$ cat config.mk
export PLATFORM = sky130hd
export DESIGN_NAME = id_uop_seq
export DESIGN_NICKNAME = d
export VERILOG_FILES = /design/src/rtl/id_uop_seq.sv
export SDC_FILE = /design/constraint.sdc
export NUM_CORES = 1
export LEC_CHECK = 0
export ABC_CLOCK_PERIOD_IN_PS = 12750
export BUFFER_PORTS_ARGS = -buffer_cell sky130_fd_sc_hd__buf_4
export CAP_MARGIN = 20
export CORE_MARGIN = 2
export CORE_UTILIZATION = 41
export CTS_BUF_LIST = sky130_fd_sc_hd__clkbuf_4
export DETAILED_ROUTE_END_ITERATION = 6
export GPL_TIMING_DRIVEN = 1
export SETUP_SLACK_MARGIN = 0.3
export SLEW_MARGIN = 15
export SYNTH_ARGS = -nofsm -noshare
export SYNTH_HDL_FRONTEND = slang
export SYNTH_SLANG_ARGS = --single-unit
$ cat constraint.sdc
create_clock -name i_clk -period 12.75 [get_ports i_clk]
set_clock_uncertainty 0.2 [all_clocks]
set_input_delay 0.6375 -clock i_clk [delete_from_list [all_inputs] [get_ports i_clk]]
set_output_delay 0.6375 -clock i_clk [all_outputs]
set_load 0.005 [all_outputs]
$ cat src/rtl/id_uop_seq.sv
// id_uop_seq: decode front end that expands LDM/STM into one uop per listed
// register and SWP into a load/store uop pair. All other instructions pass
// through as a single uop. Every uop and writeback output is registered.
module id_uop_seq #(
  parameter int NREG   = 16,
  parameter int ADDR_W = 32
) (
  input  logic              i_clk,
  input  logic              i_rst,
  input  logic              i_inst_vld,
  input  logic [31:0]       i_inst,
  input  logic [3:0]        i_nzcv,
  input  logic [ADDR_W-1:0] i_rn_reg,
  output logic              o_inst_rdy,
  input  logic              i_flush,
  output logic              o_uop_vld,
  input  logic              i_uop_rdy,
  output logic [1:0]        o_uop_kind,
  output logic [31:0]       o_uop_inst,
  output logic [3:0]        o_uop_reg,
  output logic [ADDR_W-1:0] o_uop_addr,
  output logic              o_uop_load,
  output logic              o_uop_byte,
  output logic              o_uop_last,
  output logic              o_wb_vld,
  output logic [3:0]        o_wb_code,
  output logic [ADDR_W-1:0] o_wb_val,
  output logic              o_busy
);

  localparam int CNT_W = $clog2(NREG + 1);

  localparam logic [1:0] KIND_SINGLE = 2'd0;
  localparam logic [1:0] KIND_XFER   = 2'd1;
  localparam logic [1:0] KIND_SWP_LD = 2'd2;
  localparam logic [1:0] KIND_SWP_ST = 2'd3;

  localparam logic [ADDR_W-1:0] WORD_BYTES = ADDR_W'(4);
  localparam logic [NREG-1:0]   LIST_ONE   = NREG'(1);

  typedef enum logic [1:0] {
    IDLE   = 2'd0,
    XFER   = 2'd1,
    SWP_ST = 2'd2
  } state_e;

  // Standard ARM condition table over {N,Z,C,V}.
  function automatic logic condPass(input logic [3:0] cond, input logic [3:0] flags);
    logic n, z, c, v;
    logic pass;
    {n, z, c, v} = flags;
    case (cond)
      4'h0:    pass = z;
      4'h1:    pass = !z;
      4'h2:    pass = c;
      4'h3:    pass = !c;
      4'h4:    pass = n;
      4'h5:    pass = !n;
      4'h6:    pass = v;
      4'h7:    pass = !v;
      4'h8:    pass = c && !z;
      4'h9:    pass = !c || z;
      4'hA:    pass = (n == v);
      4'hB:    pass = (n != v);
      4'hC:    pass = !z && (n == v);
      4'hD:    pass = z || (n != v);
      4'hE:    pass = 1'b1;
      default: pass = 1'b0;
    endcase
    return pass;
  endfunction

  function automatic logic [CNT_W-1:0] popCount(input logic [NREG-1:0] list);
    logic [CNT_W-1:0] cnt;
    cnt = '0;
    for (int i = 0; i < NREG; i++) begin
      cnt = cnt + CNT_W'(list[i]);
    end
    return cnt;
  endfunction

  // Index of the lowest set bit; beats go out in ascending register order.
  function automatic logic [3:0] lowIdx(input logic [NREG-1:0] list);
    logic [3:0] idx;
    idx = '0;
    for (int i = NREG - 1; i >= 0; i--) begin
      if (list[i]) idx = 4'(i);
    end
    return idx;
  endfunction

  state_e            state_q, state_d;
  logic              uopVld_q, uopVld_d;
  logic [1:0]        uopKind_q, uopKind_d;
  logic [31:0]       uopInst_q, uopInst_d;
  logic [3:0]        uopReg_q, uopReg_d;
  logic [ADDR_W-1:0] uopAddr_q, uopAddr_d;
  logic              uopLoad_q, uopLoad_d;
  logic              uopByte_q, uopByte_d;
  logic              uopLast_q, uopLast_d;
  logic              wbVld_q, wbVld_d;
  logic [3:0]        wbCode_q, wbCode_d;
  logic [ADDR_W-1:0] wbVal_q, wbVal_d;
  logic [NREG-1:0]   remList_q, remList_d;

  logic              instRdy;
  logic              instAccept;
  logic              uopTaken;
  logic              condOk;
  logic              isLdm;
  logic              isSwp;
  logic [NREG-1:0]   listIn;
  logic [CNT_W-1:0]  cntIn;
  logic [ADDR_W-1:0] cntBytes;
  logic [ADDR_W-1:0] startAddr;
  logic [ADDR_W-1:0] wbValIn;
  logic [NREG-1:0]   nextList;
  logic              nextIsLast;

  assign instRdy    = (state_q == IDLE) && (!uopVld_q || i_uop_rdy) && !i_flush;
  assign instAccept = i_inst_vld && instRdy;
  assign uopTaken   = uopVld_q && i_uop_rdy;

  assign condOk   = condPass(i_inst[31:28], i_nzcv);
  assign isLdm    = (i_inst[27:25] == 3'b100);
  assign isSwp    = ({i_inst[27:23], i_inst[21:20], i_inst[11:4]} == 15'b00010_00_00001001);
  assign listIn   = i_inst[NREG-1:0];
  assign cntIn    = popCount(listIn);
  assign cntBytes = ADDR_W'(cntIn) << 2;
  assign wbValIn  = i_inst[23] ? (i_rn_reg + cntBytes) : (i_rn_reg - cntBytes);

  // Start address from the P/U addressing mode: IA, IB, DA, DB.
  always_comb begin
    startAddr = i_rn_reg;
    case ({i_inst[24], i_inst[23]})
      2'b01:   startAddr = i_rn_reg;
      2'b11:   startAddr = i_rn_reg + WORD_BYTES;
      2'b00:   startAddr = i_rn_reg - cntBytes + WORD_BYTES;
      default: startAddr = i_rn_reg - cntBytes;
    endcase
  end

  // Remaining list after the current beat retires, and whether one bit is left.
  assign nextList   = remList_q & (remList_q - LIST_ONE);
  assign nextIsLast = (nextList & (nextList - LIST_ONE)) == '0;

  // Next-state and next-uop selection; flush overrides everything else.
  always_comb begin
    state_d   = state_q;
    uopVld_d  = uopVld_q;
    uopKind_d = uopKind_q;
    uopInst_d = uopInst_q;
    uopReg_d  = uopReg_q;
    uopAddr_d = uopAddr_q;
    uopLoad_d = uopLoad_q;
    uopByte_d = uopByte_q;
    uopLast_d = uopLast_q;
    wbVld_d   = wbVld_q;
    wbCode_d  = wbCode_q;
    wbVal_d   = wbVal_q;
    remList_d = remList_q;

    case (state_q)
      IDLE: begin
        if (uopTaken) begin
          uopVld_d = 1'b0;
          wbVld_d  = 1'b0;
        end
        if (instAccept && condOk) begin
          if (isLdm) begin
            if (cntIn != '0) begin
              uopVld_d  = 1'b1;
              uopKind_d = KIND_XFER;
              uopInst_d = i_inst;
              uopReg_d  = lowIdx(listIn);
              uopAddr_d = startAddr;
              uopLoad_d = i_inst[20];
              uopByte_d = 1'b0;
              uopLast_d = (cntIn == CNT_W'(1));
              remList_d = listIn;
              wbCode_d  = i_inst[19:16];
              wbVal_d   = wbValIn;
              wbVld_d   = (cntIn == CNT_W'(1)) && i_inst[21];
              state_d   = (cntIn == CNT_W'(1)) ? IDLE : XFER;
            end
          end else if (isSwp) begin
            uopVld_d  = 1'b1;
            uopKind_d = KIND_SWP_LD;
            uopInst_d = i_inst;
            uopReg_d  = i_inst[15:12];
            uopAddr_d = i_rn_reg;
            uopLoad_d = 1'b1;
            uopByte_d = i_inst[22];
            uopLast_d = 1'b0;
            wbVld_d   = 1'b0;
            state_d   = SWP_ST;
          end else begin
            uopVld_d  = 1'b1;
            uopKind_d = KIND_SINGLE;
            uopInst_d = i_inst;
            uopReg_d  = '0;
            uopAddr_d = '0;
            uopLoad_d = 1'b0;
            uopByte_d = 1'b0;
            uopLast_d = 1'b1;
            wbVld_d   = 1'b0;
          end
        end
      end

      XFER: begin
        if (uopTaken) begin
          if (uopLast_q) begin
            uopVld_d = 1'b0;
            wbVld_d  = 1'b0;
            state_d  = IDLE;
          end else begin
            remList_d = nextList;
            uopReg_d  = lowIdx(nextList);
            uopAddr_d = uopAddr_q + WORD_BYTES;
            uopLast_d = nextIsLast;
            wbVld_d   = nextIsLast && uopInst_q[21];
          end
        end
      end

      SWP_ST: begin
        if (uopTaken) begin
          if (uopLast_q) begin
            uopVld_d = 1'b0;
            state_d  = IDLE;
          end else begin
            uopKind_d = KIND_SWP_ST;
            uopReg_d  = uopInst_q[3:0];
            uopLoad_d = 1'b0;
            uopLast_d = 1'b1;
          end
        end
      end

      default: begin
        state_d  = IDLE;
        uopVld_d = 1'b0;
        wbVld_d  = 1'b0;
      end
    endcase

    if (i_flush) begin
      state_d  = IDLE;
      uopVld_d = 1'b0;
      wbVld_d  = 1'b0;
    end
  end

  // State and output registers with synchronous reset.
  always_ff @(posedge i_clk) begin
    if (i_rst) begin
      state_q   <= IDLE;
      uopVld_q  <= 1'b0;
      uopKind_q <= '0;
      uopInst_q <= '0;
      uopReg_q  <= '0;
      uopAddr_q <= '0;
      uopLoad_q <= 1'b0;
      uopByte_q <= 1'b0;
      uopLast_q <= 1'b0;
      wbVld_q   <= 1'b0;
      wbCode_q  <= '0;
      wbVal_q   <= '0;
      remList_q <= '0;
    end else begin
      state_q   <= state_d;
      uopVld_q  <= uopVld_d;
      uopKind_q <= uopKind_d;
      uopInst_q <= uopInst_d;
      uopReg_q  <= uopReg_d;
      uopAddr_q <= uopAddr_d;
      uopLoad_q <= uopLoad_d;
      uopByte_q <= uopByte_d;
      uopLast_q <= uopLast_d;
      wbVld_q   <= wbVld_d;
      wbCode_q  <= wbCode_d;
      wbVal_q   <= wbVal_d;
      remList_q <= remList_d;
    end
  end

  assign o_inst_rdy = instRdy;
  assign o_uop_vld  = uopVld_q;
  assign o_uop_kind = uopKind_q;
  assign o_uop_inst = uopInst_q;
  assign o_uop_reg  = uopReg_q;
  assign o_uop_addr = uopAddr_q;
  assign o_uop_load = uopLoad_q;
  assign o_uop_byte = uopByte_q;
  assign o_uop_last = uopLast_q;
  assign o_wb_vld   = wbVld_q;
  assign o_wb_code  = wbCode_q;
  assign o_wb_val   = wbVal_q;
  assign o_busy     = (state_q != IDLE);

endmodule

* After elaboration in Yosys (flattened, before gate mapping)
Cells that the tools add are included.
Widths: inputs -> output; s select.
** Operators by class
- Reductions and logical operators :: 39
- Add/subtract/negate cells :: 22
- Equal/unequal tests :: 35
- Muxes and demuxes :: 106
- Bitwise logic cells :: 3
** Operator list (count)
- $mux 32 :: 9
- $mux 4 :: 40
- $add 32x3->32 const B :: 3
- $pmux 32 s3 :: 1
- $mux 16 :: 5
- $pmux 32 s2 :: 1
- $add 5x1->5 :: 11
- $add 32x7->32 :: 1
- $and 16x16->16 :: 2
- $pmux 16 s2 :: 1
- $sub 16x1->16 const B :: 2
- $sub 32x7->32 :: 1
- $mux 1 :: 29
- $eq 4x4->1 const B :: 7
- $mux 2 :: 12
- $reduce_and 5->1 :: 4
- $eq 4x3->1 const B :: 4
- $logic_not 16->1 :: 1
- $eq 15x12->1 const B :: 1
- $pmux 1 s15 :: 1
- $pmux 4 s3 :: 1
- $ne 2x1->1 const B :: 5
- $ne 2x2->1 const B :: 5
- $logic_and 1x1->1 :: 9
- other kinds (31) :: 49
** Word-level totals
- Register bits after elaboration :: 129
- Word-level logic and storage cells :: 218
- Output and inout port bits :: 113
- Input port bits :: 73

* Logic depth before layout (Yosys ltp)
Gate-level depths: netlist of run 1.
- Word-level depth :: 22
- Mapped depth :: 26
- Mapped depth without buffers :: 24

* Worst setup path after synthesis of run 1
OpenSTA, ideal clock, no wires.
- Kind :: input-to-reg
- Start :: input i_inst[0]
- End :: register uopAddr_q[24], in the netlist o_uop_addr[24]
- Library setup time :: 0.114 ns
- Buffers on the path :: 1
- Required time :: 12.436 ns
- Slack :: 6.025 ns
- Cell stages on the path :: 22
- Arrival time :: 6.411 ns
- Cell sequence :: inv_1 -> fa_1 -> fa_1 -> fa_1 -> fa_1 -> inv_1 -> ha_1 -> inv_1 -> fa_1 -> xnor2_1 -> ha_1 -> nor2b_1 -> a2111oi_2 -> buf_2 -> o31ai_1 -> a22oi_1 -> and4_1 -> nand3_1 -> nor3_1 -> xnor2_1 -> a311oi_1 -> a2111oi_0
** Between the ends
- Cells in the longest elaborated chain, start to end :: 22
- Elaborated cells between the ends (all ways) :: 25
- Those cells by class :: add/sub (17); eq/ne (1); mux (5); reduce/logical (2)
** Ends and longest elaborated chain
- start: declaration :: line 11 : input logic [31:0] i_inst,
- $add 1x1->2 (*) :: line 77 : cnt = cnt + CNT_W'(list[i]);
- $add 2x1->3 (*) :: line 77
- $add 3x1->4 (*) :: line 77
- $add 4x1->5 (*) :: line 77
- $add 5x1->5 (*) (11 in a row) :: line 77
- $sub 32x7->32 :: line 138, 139
- $add 32x3->32 :: line 138 : 2'b00: startAddr = i_rn_reg - cntBytes + WORD_BYTES;
- $pmux 32 s3 :: line 135 : case ({i_inst[24], i_inst[23]})
- $mux 32 :: line 171 : if (cntIn != '0) begin
- $mux 32 :: line 170 : if (isLdm) begin
- $mux 32 :: line 169 : if (instAccept && condOk) begin
- $pmux 32 s2 :: line 163 : case (state_q)
- end signal: assignment :: line 277 : uopAddr_q <= uopAddr_d;
- end: declaration :: line 97 : logic [ADDR_W-1:0] uopAddr_q, uopAddr_d;
Every way passes the cells marked *; elsewhere a longest branch is shown, timed or not. The select of a mux whose other input is x is not followed.
A chain may end at the register's enable or synchronous reset.

* Worst setup path in the final report of run 1
- Start :: input i_inst[0]
- End :: register uopAddr_q[22], in the netlist o_uop_addr[22]
The elaborated chain is that of the path after synthesis.

==> results.py, run 1 <==
metrics = {
    "status": {
        "status": "complete, no violations",
    },
    "routing": {
        "dr.pass1.iters": 5,
        "drtIter0Drc": 1357,
        "routed_wl_um": 40300,
        "wl_per_cell_um": 20.3,
        "drc": 0,
        "viasPerCell": 5.99,
        "ant_nets": 0,
        "vias": 11888,
    },
    "power_and_ir_drop": {
        "power_density_nw_per_um2": 112,
        "p_leak_uw": 0.00489,
        "ir_drop_uv": 96.8,
    },
    "finish": {
        "drive_gt1_share_pct": 16.1,
        "regArea_um2": 2580,
        "layout.nets": 1740,
        "final_cell_mix": "198 x buf_4, 194 x nor2_1, 138 x nand2_1",
        "multi_input_area_um2": 7800,
        "n_fill_cell": 2731,
        "syn_to_final_growth_pct": 16.1,
        "fin_cells": 1985,
        "layout_commonest_cell": "buf_4",
    },
    "sta": {
        "fin_crit_sh_pct": 56.2,
        "final-setup-viol-count": 0,
        "worst_pin_slew_ps": 1090,
        "finalSetupTns_ps": 0,
        "period_needed_ps": 7170,
        "slew_headroom_pct": 27.0,
        "timing.fmax_ghz": 0.139,
        "slew_viol_final": 0,
        "rsz0062_at_grt": "false",
        "hold_viol": 0,
    },
    "critical_path": {
        "cp-end-kind": "flop",
        "worstSetupStartpointType": "input port",
        "worstPathArrival_ps": 7390,
        "cp_max_fo": 20,
        "worstPathRequired_ps": 12970,
        "worst-setup-path-type": "in -> reg",
    },
    "place": {
        "dp_hpwl_um": 29700,
        "gp_congestion": 0.941,
        "place_inst": 1951,
        "portBuffers": 185,
    },
    "logic_synthesis": {
        "ys_seq_elements": 129,
        "synth_top_area_share_pct": 23.3,
        "ys_types": 82,
        "synth_top_cells_by_area": "dfxtp_1 23%, mux2i_1 6.8%, nor2_1 6.6%",
        "synth_area_leader_cell": "dfxtp_1",
        "synth_edf_count": 0,
        "synth_cells": 1531,
        "synth_flop_cell": "dfxtp_1",
        "synthArstFlopShare_pct": 0,
        "syn-cell-area_um2": 11100,
        "syn_area_per_cell_um2": 7.25,
        "yosysSeqAreaShare_pct": 23.3,
        "yosysWarnings": 0,
        "syn-num-nets": 1642,
    },
    "clock_network": {
        "ctsHtreeMaxLevel": 4,
        "clk_latency_ps": 610,
        "clk_pin_slew_ps": 140,
        "post_cts_buffers": 0,
        "cts_buffers": 17,
        "hold_buffers": 0,
        "cts_resized": 0,
        "cts_tree": "yes",
        "cts_max_path_buffers": 2,
        "cts_root_buf": "clkbuf_4",
        "cts.sinks": 129,
    },
    "worst_hold_path": {
        "hp-class": "in -> reg",
    },
    "floorplan": {
        "die_w_um": 168,
        "die_area_um2": 28400,
        "die_h_um": 168,
        "num_rows": 60,
        "ios": 186,
        "coreArea_um2": 26700,
        "start_util_pct": 41.5,
    },
    "global_routing": {
        "grt_usage_pct": 28.1,
        "grt_pass1_wl_um": 63900,
        "antenna_found_initial": 1,
        "grt_max_degree": 92,
        "grt_pass1_vias": 10934,
        "grt_overflow_total": 0,
    },
    "job": {
        "cap_violations": 0,
    },
}
[cell families (layout without fill, tap and decap cells)]
family,after synthesis,count (layout),synth area share [%]
compound gates,394,394,23.7
xor+xnor,87,87,6.87
fa+ha+maj,45,45,5.73
buf+inv,191,301,6.54
flops,129,129,23.3
mux,77,77,6.97
other cells,0,3,0
simple gates,608,608,27.0
[cells in the mapped netlist, drive strengths merged (5+ instances only)]
master     n
a21o      15
a2111oi   13
nor4      31
fa        12
clkbuf   100
xnor2     62
and2       8
mux2i     75
nor3      45
inv       68
o22ai     13
nor2b     19
o21a       7
o31ai     11
a211oi    14
nand3     49
or2       17
nand4     17
xor2      25
dfxtp    129
a22oi     19
or4       11
a21oi    106
o32ai      5
o211ai     7
ha        26
a31oi     24
maj3       7
o211a      5
nand2b    12
or3       21
nor2     194
a221o      6
nand3b     5
a221oi    15
a41oi      5
a311oi     7
nand2    138
o221ai     9
and3      22
buf       19
o21ai     74
[worst max-delay path: stages]
cell and delay [ps]:
buf_4 110, inv_1 60, fa_1 640, fa_1 470, fa_1 560, fa_1 420
inv_1 70, ha_1 160, inv_1 50, fa_1 410, xnor2_1 300, inv_1 80
ha_1 220, or2_2 310, o211a_1 450, or4_1 610, a22oi_1 380, and4_1 340
nand3_1 170, mux2i_1 250, mux2i_1 100, a2111oi_0 420, a2111oi_0 140
[path summary, 6_finish.rpt]
kind | start | end | slack, ps | cells past startpoint
worst max-delay path | i_inst[0] | o_uop_addr[22] | 5580 | 23
worst max register to register | state_q[0] | remList_q[8] | 8190 | 11
worst min register to register | o_uop_reg[1] | o_uop_reg[1] | 270 | 2
worst min-delay path | i_flush | state_q[0] | 70 | 2
[through the flow]
stage	hold slack [ps]	util [%]	power, uW	area (um^2)	worst slack, ps
after detailed placement	249	47.0	1100	12600	5100
after floorplan	248	-	911	11100	6020
after CTS	43.2	48.2	1440	12900	5700
after global placement	244	47.0	1100	12600	5290
final	66.6	48.2	1440	12900	5580
after global routing	33.3	48.2	1540	12900	5250
[final cells by class]
type / instances / area share (%)
timing repair buffer: 198 / 11.5
antenna: 3 / 0.0583
multi-input combinational: 1211 / 60.6
tap: 341 / 3.31
inverter: 72 / 2.10
sequential: 129 / 20.1
clock inverter: 14 / 1.39
clock buffer: 17 / 0.991
[metal layers]
layer  global-route usage [%]  share of wire, %  vias up
met5                        0                 0        -
met4                     7.12               1.6        0
met3                     6.29               8.7       42
met2                     40.2                41      529
met1                     42.4                49     5585
li1                         -                 -     5732
[where the power goes]
group	internal (uW)	leakage (uW)	switching, uW	total, uW
Sequential	418	0.00104	17.3	435
Clock	138	0.000161	195	334
Combinational	252	0.00369	418	670
Power figures use the tool's default switching activity.
==> run 2: changes to the inputs <==
--- a/config.mk
+++ b/config.mk
@@ -5,7 +5,7 @@
 export SDC_FILE = /design/constraint.sdc
 export NUM_CORES = 1
 export LEC_CHECK = 0
-export ABC_CLOCK_PERIOD_IN_PS = 12750
+export ABC_CLOCK_PERIOD_IN_PS = 7050
 export BUFFER_PORTS_ARGS = -buffer_cell sky130_fd_sc_hd__buf_4
 export CAP_MARGIN = 20
 export CORE_MARGIN = 2
==> constraint.sdc (replaced) <==
create_clock -name i_clk -period 7.05 [get_ports i_clk]
set_clock_uncertainty 0.2 [all_clocks]
set_input_delay 0.3525 -clock i_clk [delete_from_list [all_inputs] [get_ports i_clk]]
set_output_delay 0.3525 -clock i_clk [all_outputs]
set_load 0.005 [all_outputs]
==> run 2 against run 1 <==
Against the previous run:
- core utilization grew 3.1 points
- sequential power grew 81%
- register-to-register slack lost 5400 ps
- setup slack lost 5100 ps
- die area is the same
- first-iteration DRC count grew 17%
- cell area grew 6.5%
- sequential share of layout area shrank 1.2 points
==> results.py, run 2 (synthesized netlist as in run 1, its figures left out) <==
metrics = {
    "status": {
        "status": "complete, no violations",
    },
    "finish": {
        "layout.nets": 1834,
        "drive_gt1_share_pct": 17.8,
        "layout_commonest_cell": "buf_4",
        "fin_cells": 2077,
        "final_cell_mix": "241 x buf_4, 194 x nor2_1, 138 x nand2_1",
        "syn_to_final_growth_pct": 23.6,
    },
    "power_and_ir_drop": {
        "ir_drop_uv": 206,
        "p_total_uw": 2730,
        "p_clk_share_pct": 21.8,
        "pwr-share-comb_pct": 49.4,
        "switching_share_pct": 42.8,
        "p_switching_uw": 1170,
        "p_leak_uw": 0.00533,
        "p_seq_share_pct": 28.9,
        "internal_power_uw": 1560,
        "power_density_nw_per_um2": 199,
    },
    "clock_network": {
        "clk_latency_ps": 590,
        "cts_buffers": 17,
        "cts.sinks": 129,
        "clk_pin_slew_ps": 150,
        "ctsHtreeMaxLevel": 4,
        "cts_root_buf": "clkbuf_4",
        "cts_max_path_buffers": 2,
        "cts_tree": "yes",
    },
    "sta": {
        "rsz0062_at_grt": "true",
        "slew_viol_final": 0,
        "period_needed_ps": 6540,
        "slew_headroom_pct": 31.4,
        "hold_viol": 0,
        "timing.fmax_ghz": 0.153,
        "fin_crit_sh_pct": 92.7,
        "final-setup-viol-count": 0,
        "worst_pin_slew_ps": 1030,
    },
    "global_routing": {
        "antenna_found_initial": 3,
        "grt_usage_pct": 28.9,
        "grt_max_degree": 94,
        "grt_overflow_total": 0,
        "grt_pass1_wl_um": 65600,
        "grt_pass1_vias": 11492,
    },
    "routing": {
        "vias": 12375,
        "routed_wl_um": 41800,
        "ant_nets": 0,
        "drtIter0Drc": 1588,
        "viasPerCell": 5.96,
        "wl_per_cell_um": 20.1,
        "dr.pass1.iters": 6,
        "drc": 0,
    },
    "worst_hold_path": {
        "min_from": "i_rn_reg[10]",
        "hp-class": "in -> reg",
    },
    "place": {
        "dp_hpwl_um": 30300,
        "portBuffers": 185,
        "place_inst": 1994,
        "gp_congestion": 0.938,
    },
    "critical_path": {
        "rr_startpoint": "state_q[0]",
        "cp_max_fo": 7,
        "worstPathRequired_ps": 7280,
        "startpoint": "i_inst[14]",
        "worstSetupStartpointType": "input port",
        "rrSetupSlack_ps": 2810,
        "worst-setup-path-type": "in -> reg",
        "worstPathArrival_ps": 6770,
        "cp-end-kind": "flop",
    },
    "job": {
        "cap_violations": 0,
    },
    "floorplan": {
        "coreArea_um2": 26700,
        "num_rows": 60,
        "die_h_um": 168,
        "start_util_pct": 41.5,
        "die_area_um2": 28400,
        "die_w_um": 168,
        "ios": 186,
    },
}
[run 2: critical path, cell delays in order]
cell and delay (ps):
dlygate4sd3_1 530, buf_4 160, inv_1 70, fa_1 500, fa_1 430, fa_1 570
inv_1 70, ha_1 300, a21o_1 160, a21oi_1 170, xnor2_1 240, inv_1 100
ha_1 220, or2_2 290, o211a_1 240, or4_1 530, a22oi_1 270, and4_1 280
nand3_1 150, mux2i_1 230, mux2i_1 100, a2111oi_1 540, buf_4 210, a2111oi_0 50
[run 2: layout make-up]
cell class,instances,area [um^2]
diodes,1,2.50
flip-flops and latches,129,2580
multi-input cells,1211,7810
well taps,341,427
clock buffers,17,128
fillers,2669,13000
repair buffers,292,2320
inverters,72,270
clock inverters,14,179
[run 2: final timing paths]
check	to	cells after the start
min	o_wb_val[10]	4
min reg2reg	o_uop_addr[0]	2
max reg2reg	o_wb_val[1]	11
max	o_uop_addr[22]	24
[run 2: stage by stage]
step	hold slack [ps]	setup TNS [ps]	instance area, um^2	utilization [%]	setup slack, ps
2_1_floorplan	229	0	11100	-	610
3_3_place_gp	243	0	12900	48.2	87.1
3_5_place_dp	248	-38.8	12900	48.2	-38.8
4_1_cts	15.9	0	13700	51.3	544
5_1_grt	49.2	0	13700	51.3	242
6_report	62.6	0	13700	51.3	513
[run 2: power groups by stage]
stage               clock network [uW]  registers, uW  logic, uW
detailed placement                   0            801       1290
floorplan                            0            793        854
global route                       633            791       1500
finish                             593            786       1350
CTS                                606            785       1330
global placement                     0            801       1270
[run 2: what timing repair did]
item,4_1_cts,5_1_grt
endpoints found under the hold margin,90,0
hold buffers,51,0
setup endpoints to repair,0,3
resized for setup,0,2
buffers inserted,0,0
[run 2: per-layer routing]
layer  wire (um)  vias up  track usage (%)  part of all wire, %
met4         628        4             6.82                  1.5
met5          23        -                0                0.055
li1            -     5924                -                    -
met3        3640       54             5.75                  8.7
met2       17600      581             42.1                   42
met1       19900     5812             43.6                   48
